### config.mk
export PLATFORM = sky130hd
export DESIGN_NAME = ifu_fetch
export DESIGN_NICKNAME = d
export VERILOG_FILES = /design/src/rtl/npc_pkg.sv /design/src/rtl/ifu_pc_reg.sv /design/src/rtl/ifu_fetch.sv
export SDC_FILE = /design/constraint.sdc
export NUM_CORES = 1
export LEC_CHECK = 0
export CORE_MARGIN = 1.5
export CORE_UTILIZATION = 40
export CTS_BUF_LIST = sky130_fd_sc_hd__clkbuf_8 sky130_fd_sc_hd__clkbuf_16
export CTS_CLUSTER_SIZE = 14
export DETAILED_ROUTE_END_ITERATION = 10
export GPL_ROUTABILITY_DRIVEN = 0
export PLACE_DENSITY = 0.84
export REMOVE_ABC_BUFFERS = 1
export SYNTH_ARGS = -nofsm -noshare
export SYNTH_HDL_FRONTEND = slang
export SYNTH_HIERARCHICAL = 1
export SYNTH_SLANG_ARGS = --single-unit
### constraint.sdc
create_clock -name clk -period 3.4 [get_ports clk]
set_input_delay 0.68 -clock clk [delete_from_list [all_inputs] [get_ports clk]]
set_output_delay 0.68 -clock clk [all_outputs]
set_load 0.02 [all_outputs]
### src/rtl/npc_pkg.sv
// Shared NPC core definitions: fetch state encoding, reset PC, NOP encoding
// and the default address width.
package npc_pkg;

  localparam int          NPC_ADDR_W   = 32;
  localparam logic [31:0] NPC_RESET_PC = 32'h8000_0000;
  localparam logic [31:0] NPC_NOP      = 32'h0000_0013;

  typedef enum logic [1:0] {
    ST_REQ   = 2'd0,
    ST_WAIT  = 2'd1,
    ST_HOLD  = 2'd2,
    ST_FAULT = 2'd3
  } fetch_state_e;

  // A fetch target is misaligned when either of its two low bits is set.
  function automatic logic pc_misaligned(input logic [1:0] low_bits);
    return (low_bits != 2'b00);
  endfunction

endpackage

### src/rtl/ifu_pc_reg.sv
// Program counter register for the fetch stage. A redirect takes priority
// over the sequential +4 step; the increment wraps modulo 2^ADDR_W.
module ifu_pc_reg
  import npc_pkg::*;
#(
  parameter int                ADDR_W   = NPC_ADDR_W,
  parameter logic [ADDR_W-1:0] RESET_PC = ADDR_W'(NPC_RESET_PC)
) (
  input  logic              clk,
  input  logic              rst,
  input  logic              redirect_en,
  input  logic [ADDR_W-1:0] redirect_pc,
  input  logic              incr_en,
  output logic [ADDR_W-1:0] pc
);

  logic [ADDR_W-1:0] pc_next;

  // Select the next PC: redirect target, sequential successor, or hold.
  always_comb begin
    pc_next = pc;
    if (redirect_en) begin
      pc_next = redirect_pc;
    end else if (incr_en) begin
      pc_next = pc + ADDR_W'(4);
    end
  end

  // PC state register with synchronous reset to the boot address.
  always_ff @(posedge clk) begin
    if (rst) begin
      pc <= RESET_PC;
    end else begin
      pc <= pc_next;
    end
  end

endmodule

### src/rtl/ifu_fetch.sv
// Instruction fetch stage: owns the PC, issues one outstanding request at a
// time to instruction memory and hands each fetched word to decode.
// Optional feature macro IFU_MISALIGN_CHECK_EN: a redirect to a target whose
// two low bits are non-zero raises a sticky misalign_fault and parks the
// stage in FAULT until reset. Without the macro the target is used as given.
module ifu_fetch
  import npc_pkg::*;
#(
  parameter int                ADDR_W   = NPC_ADDR_W,
  parameter logic [ADDR_W-1:0] RESET_PC = ADDR_W'(NPC_RESET_PC)
) (
  input  logic              clk,
  input  logic              rst,
  input  logic              halt,
  input  logic              redirect_valid,
  input  logic [ADDR_W-1:0] redirect_pc,
  output logic              imem_req_valid,
  input  logic              imem_req_ready,
  output logic [ADDR_W-1:0] imem_req_addr,
  input  logic              imem_resp_valid,
  input  logic [31:0]       imem_resp_data,
  output logic              inst_valid,
  input  logic              inst_ready,
  output logic [31:0]       inst,
  output logic [ADDR_W-1:0] inst_pc,
  output logic              misalign_fault
);

  fetch_state_e      state;
  logic              drop;      // outstanding response belongs to a stale PC
  logic [ADDR_W-1:0] pc;
  logic              req_fire;
  logic              redir_bad;
  logic              pc_redirect_en;
  logic              pc_incr_en;

  // Requests go out only from REQ, never while halted or during reset.
  assign imem_req_valid = (state == ST_REQ) && !halt && !rst;
  assign imem_req_addr  = pc;
  assign req_fire       = imem_req_valid && imem_req_ready;

`ifdef IFU_MISALIGN_CHECK_EN
  assign redir_bad = redirect_valid && (state != ST_FAULT) &&
                     pc_misaligned(redirect_pc[1:0]);

  // Sticky fault flag, cleared only by reset.
  always_ff @(posedge clk) begin
    if (rst) begin
      misalign_fault <= 1'b0;
    end else if (redir_bad) begin
      misalign_fault <= 1'b1;
    end
  end
`else
  assign redir_bad      = 1'b0;
  assign misalign_fault = 1'b0;
`endif

  // Redirects are ignored once faulted; the sequential step happens only when
  // a live response is accepted and no redirect overrides it.
  assign pc_redirect_en = redirect_valid && (state != ST_FAULT);
  assign pc_incr_en     = (state == ST_WAIT) && imem_resp_valid && !drop &&
                          !redirect_valid;

  ifu_pc_reg #(
    .ADDR_W   (ADDR_W),
    .RESET_PC (RESET_PC)
  ) u_pc_reg (
    .clk         (clk),
    .rst         (rst),
    .redirect_en (pc_redirect_en),
    .redirect_pc (redirect_pc),
    .incr_en     (pc_incr_en),
    .pc          (pc)
  );

  // Fetch control FSM with registered decode-facing outputs; a redirect wins
  // over every other event in the same cycle.
  always_ff @(posedge clk) begin
    if (rst) begin
      state      <= ST_REQ;
      drop       <= 1'b0;
      inst_valid <= 1'b0;
      inst       <= NPC_NOP;
      inst_pc    <= RESET_PC;
    end else begin
      case (state)
        ST_REQ: begin
          if (redirect_valid) begin
            if (redir_bad) begin
              state <= ST_FAULT;
            end else if (req_fire) begin
              drop  <= 1'b1;
              state <= ST_WAIT;
            end
          end else if (req_fire) begin
            state <= ST_WAIT;
          end
        end
        ST_WAIT: begin
          if (redirect_valid) begin
            if (redir_bad) begin
              drop  <= 1'b0;
              state <= ST_FAULT;
            end else if (imem_resp_valid) begin
              drop  <= 1'b0;
              state <= ST_REQ;
            end else begin
              drop  <= 1'b1;
            end
          end else if (imem_resp_valid) begin
            if (drop) begin
              drop  <= 1'b0;
              state <= ST_REQ;
            end else begin
              inst       <= imem_resp_data;
              inst_pc    <= pc;
              inst_valid <= 1'b1;
              state      <= ST_HOLD;
            end
          end
        end
        ST_HOLD: begin
          if (redirect_valid) begin
            inst_valid <= 1'b0;
            state      <= redir_bad ? ST_FAULT : ST_REQ;
          end else if (inst_ready) begin
            inst_valid <= 1'b0;
            state      <= ST_REQ;
          end
        end
        default: begin
          inst_valid <= 1'b0;
          state      <= ST_FAULT;
        end
      endcase
    end
  end

endmodule

## After elaboration in Yosys (flattened, before gate mapping)

Index checks and enable logic that the tools add are counted.

| word-level totals | value |
|---|---|
| flip-flop bits (word level) | 100 |
| latch bits | 0 |
| RAM bits | 0 |
| bits in read-only memories | 0 |
| input port bits | 71 |
| output and inout bits | 99 |
| logic and storage cells | 60 |
| memories | 0 |

| operators by class | value |
|---|---|
| add/sub/neg operators | 1 |
| multiply operators | 0 |
| div/mod/pow operators | 0 |
| order comparisons | 0 |
| eq/ne operators | 10 |
| shift-type cells | 0 |
| multiplexer cells | 22 |
| bitwise operators | 3 |
| reduce and logical (&&, ||, !) cells | 18 |

Operators with widths:

| cell | number |
|---|---|
| 32-bit 2-to-1 mux | 2 |
| 32-bit by 3-bit adder with 32-bit output (second input constant) | 1 |
| 2-bit 2-to-1 mux | 7 |
| 2-bit inequality test (second input constant) | 6 |
| 1-bit 2-to-1 mux | 10 |
| 4-bit AND reduction | 2 |
| 1-bit logical AND | 7 |
| 3-bit inequality test (second input constant) | 2 |
| 2-bit one-hot mux with 3 select lines | 1 |
| 5-bit AND reduction | 1 |
| 1-bit zero test | 4 |
| 2-bit nonzero test | 2 |
| 1-bit inverter | 3 |
| 1-bit one-hot mux with 3 select lines | 1 |
| 3-bit AND reduction | 1 |
| 2-bit by 1-bit == test with 1-bit output (second input constant) | 1 |
| 2-bit == test (second input constant) | 1 |
| 2-bit zero test | 1 |
| 1-bit one-hot mux with 2 select lines | 1 |

## Depth between registers and ports, before layout

| depth | value |
|---|---|
| word-level depth | 7 |
| depth in mapped cells | 12 |
| depth with buffers taken out | 9 |

## Cells and area by module

The synthesis kept the hierarchy.

Modules (own cells, without submodules):

| module | times used | cells an instance | area each (µm²) | sequential area each (µm²) |
|---|---|---|---|---|
| ifu_fetch | 1 | 318 | 2518.7 | 1361.3 |
| ifu_pc_reg | 1 | 227 | 1868.0 | 640.6 |

## Worst setup path before layout

Ideal clock, no wire load.

| timing | value |
|---|---|
| path kind | input port to flip-flop |
| start | input redirect_valid |
| end | register u_pc_reg.pc[22] |
| library setup time | 0.115 ns |
| arrival time | 2.443 ns |
| required time | 3.285 ns |
| slack | 0.843 ns |
| cell stages on the path | 9 |
| path buffers | 2 |
| cell sequence | nand4bb_1 -> inv_1 -> clkbuf_1 -> buf_6 -> nand4_4 -> nor4_4 -> nand4_1 -> xnor2_1 -> o21a_1 |

| on the way | value |
|---|---|
| cells in the longest elaborated chain, start to end | 3 |
| elaborated cells between the ends (all ways) | 5 |
| classes of those cells | mux (1); reduce/logical (4) |

Ends and longest elaborated chain:

| item | line | text |
|---|---|---|
| start: declaration | ifu_fetch.sv:15 | `input logic redirect_valid,` |
| 1-bit zero test | ifu_fetch.sv:63 | `!redirect_valid;` |
| 1-bit logical AND | ifu_fetch.sv:62 | `assign pc_incr_en = (state == ST_WAIT) && imem_resp_valid && !drop &&` |
| named net pc_incr_en | ifu_fetch.sv:35 | `logic pc_incr_en;` |
| 2-bit nonzero test (no line) | n/a |  |
| end signal: assignment | ifu_pc_reg.sv:34 | `pc <= pc_next;` |
| end: declaration | ifu_pc_reg.sv:14 | `output logic [ADDR_W-1:0] pc` |

The timed path passes the listed nets, and every way through them passes these cells.
A chain may end at the register's enable or synchronous reset.

## Final worst setup path

| timing | value |
|---|---|
| start | input halt |
| end | output imem_req_valid |

| on the way | value |
|---|---|
| cells in the longest elaborated chain, start to end | 3 |

Ends and longest elaborated chain:

| item | line | text |
|---|---|---|
| start: declaration | ifu_fetch.sv:14 | `input logic halt,` |
| 1-bit zero test | ifu_fetch.sv:38 | `assign imem_req_valid = (state == ST_REQ) && !halt && !rst;` |
| 1-bit logical AND (2 in series) | ifu_fetch.sv:38 |  |
| end: declaration | ifu_fetch.sv:17 | `output logic imem_req_valid,` |

Every way passes these cells.

==> impl_metrics.json <==
{
  "hpwl_um": 8810,
  "synth.yosys.warnings": 6,
  "vdd_drop_max_uv": 222,
  "fin_crit_sh_pct": 79.6,
  "antenna_found_initial": 0,
  "io_buffer_count": 168,
  "viasPerCell": 5.02,
  "p_leak_nw": 2.32,
  "finalInstanceArea_mm2": 0.00631,
  "async_flop_share_pct": 0,
  "rsz0062_at_grt": "no",
  "grt_pass1_wl_um": 18700,
  "pre_cts_slack_ns": 0.397,
  "cp.required_ns": 2.72,
  "tightest_slew_ns": 0.644,
  "final_cells": 839,
  "hold_path_class": "reg2reg",
  "critical_path_class": "in2out",
  "fin_nets": 770,
  "wl_um": 12100,
  "worstSetupEndpointType": "primary output",
  "layout_min_cycle_time_ns": 2.71,
  "syn2layout_area_growth_pct": 44.0,
  "syn_inst": 545,
  "cts_root_buffer": "clkbuf_8",
  "synth_area_leaders": "dfxtp_1 46%, nand2_1 12%, a21oi_1 9.2%",
  "firstDrtPassIters": 5,
  "post_synth.cell_area_avg_um2": 8.05,
  "hold_ws_ns": 0.458,
  "coreArea_mm2": 0.0107,
  "setup_viol": 0,
  "syn_area_mm2": 0.00439,
  "pwr_density_cell_mw_per_mm2": 421,
  "drive_above_1_share_pct": 4.72,
  "ant_nets": 0,
  "die_w_um": 108,
  "arrival_ns": 2.03,
  "synth_flop_cell": "dfxtp_1",
  "boundaryPins": 170,
  "outcome": "completed",
  "cts_max_path_buffers": 2,
  "synth_edf_count": 0,
  "dpl.cell_count": 823,
  "worst_clock_skew_ns": 0.0141,
  "synth_seq_cells": 100,
  "vias": 4210,
  "critPathLaunchType": "input port",
  "cts_hold_buf": 0,
  "setup_tns_ns": 0,
  "drtIter0Drc": 304,
  "drc_errors": 0,
  "timing.slew.headroom_pct": 57.1,
  "clk-insertion-delay-late_ns": 0.36,
  "postCtsSetupRepairBufs": 0,
  "crit_fanout": 2,
  "finalHoldViolCount": 0,
  "diodes": 0,
  "yosys.area.top_type": "dfxtp_1",
  "cts.sinks": 100,
  "fp.dieH_um": 108,
  "final_common_cell": "clkdlybuf4s50_1",
  "grt_pass1_vias": 3954,
  "layout_setup_ws_ns": 0.694,
  "netlist.area_leader.share_pct": 45.6,
  "start_util_pct": 40.8,
  "max_cap_violations": 0,
  "cts_resized": 0,
  "postPlaceCellArea_mm2": 0.00612,
  "wl_per_cell_um": 14.4,
  "grt_max_degree": 65,
  "seq_area_frac_synth_pct": 45.6,
  "synth_cell_type_count": 50,
  "slew_violations": 0,
  "grt.overflow.total": 0,
  "fp-row-count": 38,
  "max_freq_ghz": 0.370,
  "most-common-layout-cells": "167 x clkdlybuf4s50_1, 141 x nand2_1, 100 x dfxtp_1",
  "cts_tree": "built",
  "grt.total_usage_pct": 20.3,
  "path_clk_slew_ns": 0.09,
  "die_area_mm2": 0.0116,
  "htreeDepth": 3,
  "cts_buffers": 9
}
cell families (layout without fill, tap and decap cells):
kind of cell    after synthesis  in the layout  synth area share [%]
simple gates                234            234                  24.8
compound gates              108            108                  13.7
flops                       100            100                  45.6
buf+inv                      59            213                  6.33
xor+xnor                     27             27                  5.39
mux                          11             11                  2.57
fa+ha+maj                     5              5                  1.43
other cells                   1              1                0.0855
power by group:
part           internal (mW)  switching, mW
combinational          0.292          0.305
clock                  0.339          0.406
sequential              1.24         0.0702
total                   1.87          0.782
synthesized netlist by cell type (2+ instances only):
cell      number
a21oi_1       81
a31oi_1        2
and3_1         5
and4_1         5
buf_1          3
buf_2          3
buf_6          5
clkbuf_1      23
dfxtp_1      100
ha_1           5
inv_1         22
mux2i_1        9
nand2_1      141
nand2b_1       5
nand3_1        8
nand3b_1       4
nand4_1       13
nor2_1        30
nor2b_1        5
nor3_1         4
nor3b_1        3
o21a_1        13
o21ai_0        3
o21bai_1       2
xnor2_1       17
xor2_1        10
registers in the layout, indices dropped and copies added, names as in the netlist:
name,flops
inst_pc,32
u_pc_reg/pc,32
inst,32
drop,1
state,2
inst_valid,1
worst paths after layout:
| kind | start | endpoint | slack (ns) | depth (start not counted) |
|---|---|---|---|---|
| setup / recovery | halt | imem_req_valid | 0.69 | 3 |
| hold / removal | inst[10]$_SDFFE_PP0P_ | inst[10]$_SDFFE_PP0P_ | 0.46 | 2 |
| setup reg to reg | state[1]$_SDFFE_PP0P_ | u_pc_reg/pc[28]$_SDFFE_PP0N_ | 1.01 | 9 |
| hold reg to reg | inst[10]$_SDFFE_PP0P_ | inst[10]$_SDFFE_PP0P_ | 0.46 | 2 |
layout make-up:
type | instances | area [um2]
inverter | 22 | 82.6
clock buffer | 9 | 124
clock inverter | 7 | 68.8
sequential | 100 | 2000
fill | 975 | 4430
tap | 140 | 175
multi-input combinational | 386 | 2130
timing repair buffer | 175 | 1730
per-layer routing:
metal  vias up  track usage, %  share of wire, %
met3        14            4.30               7.1
met4         0            6.77               1.3
li1       2096               -                 -
met1      1943            23.6                42
met5         -               0                 0
met2       157            37.0                50
stage by stage:
stage	utilization (%)	power [mW]
2_1_floorplan	-	1.62
3_3_place_gp	57.0	1.92
3_5_place_dp	57.0	1.94
4_1_cts	58.8	2.69
5_1_grt	58.8	2.80
6_report	58.8	2.66
critical path, stage by stage:
cell and delay, ns:
clkdlybuf4s50_1 0.43, nor3b_1 0.26, clkdlybuf4s50_1 0.65
No activity file was read; power rests on OpenSTA's default activity.
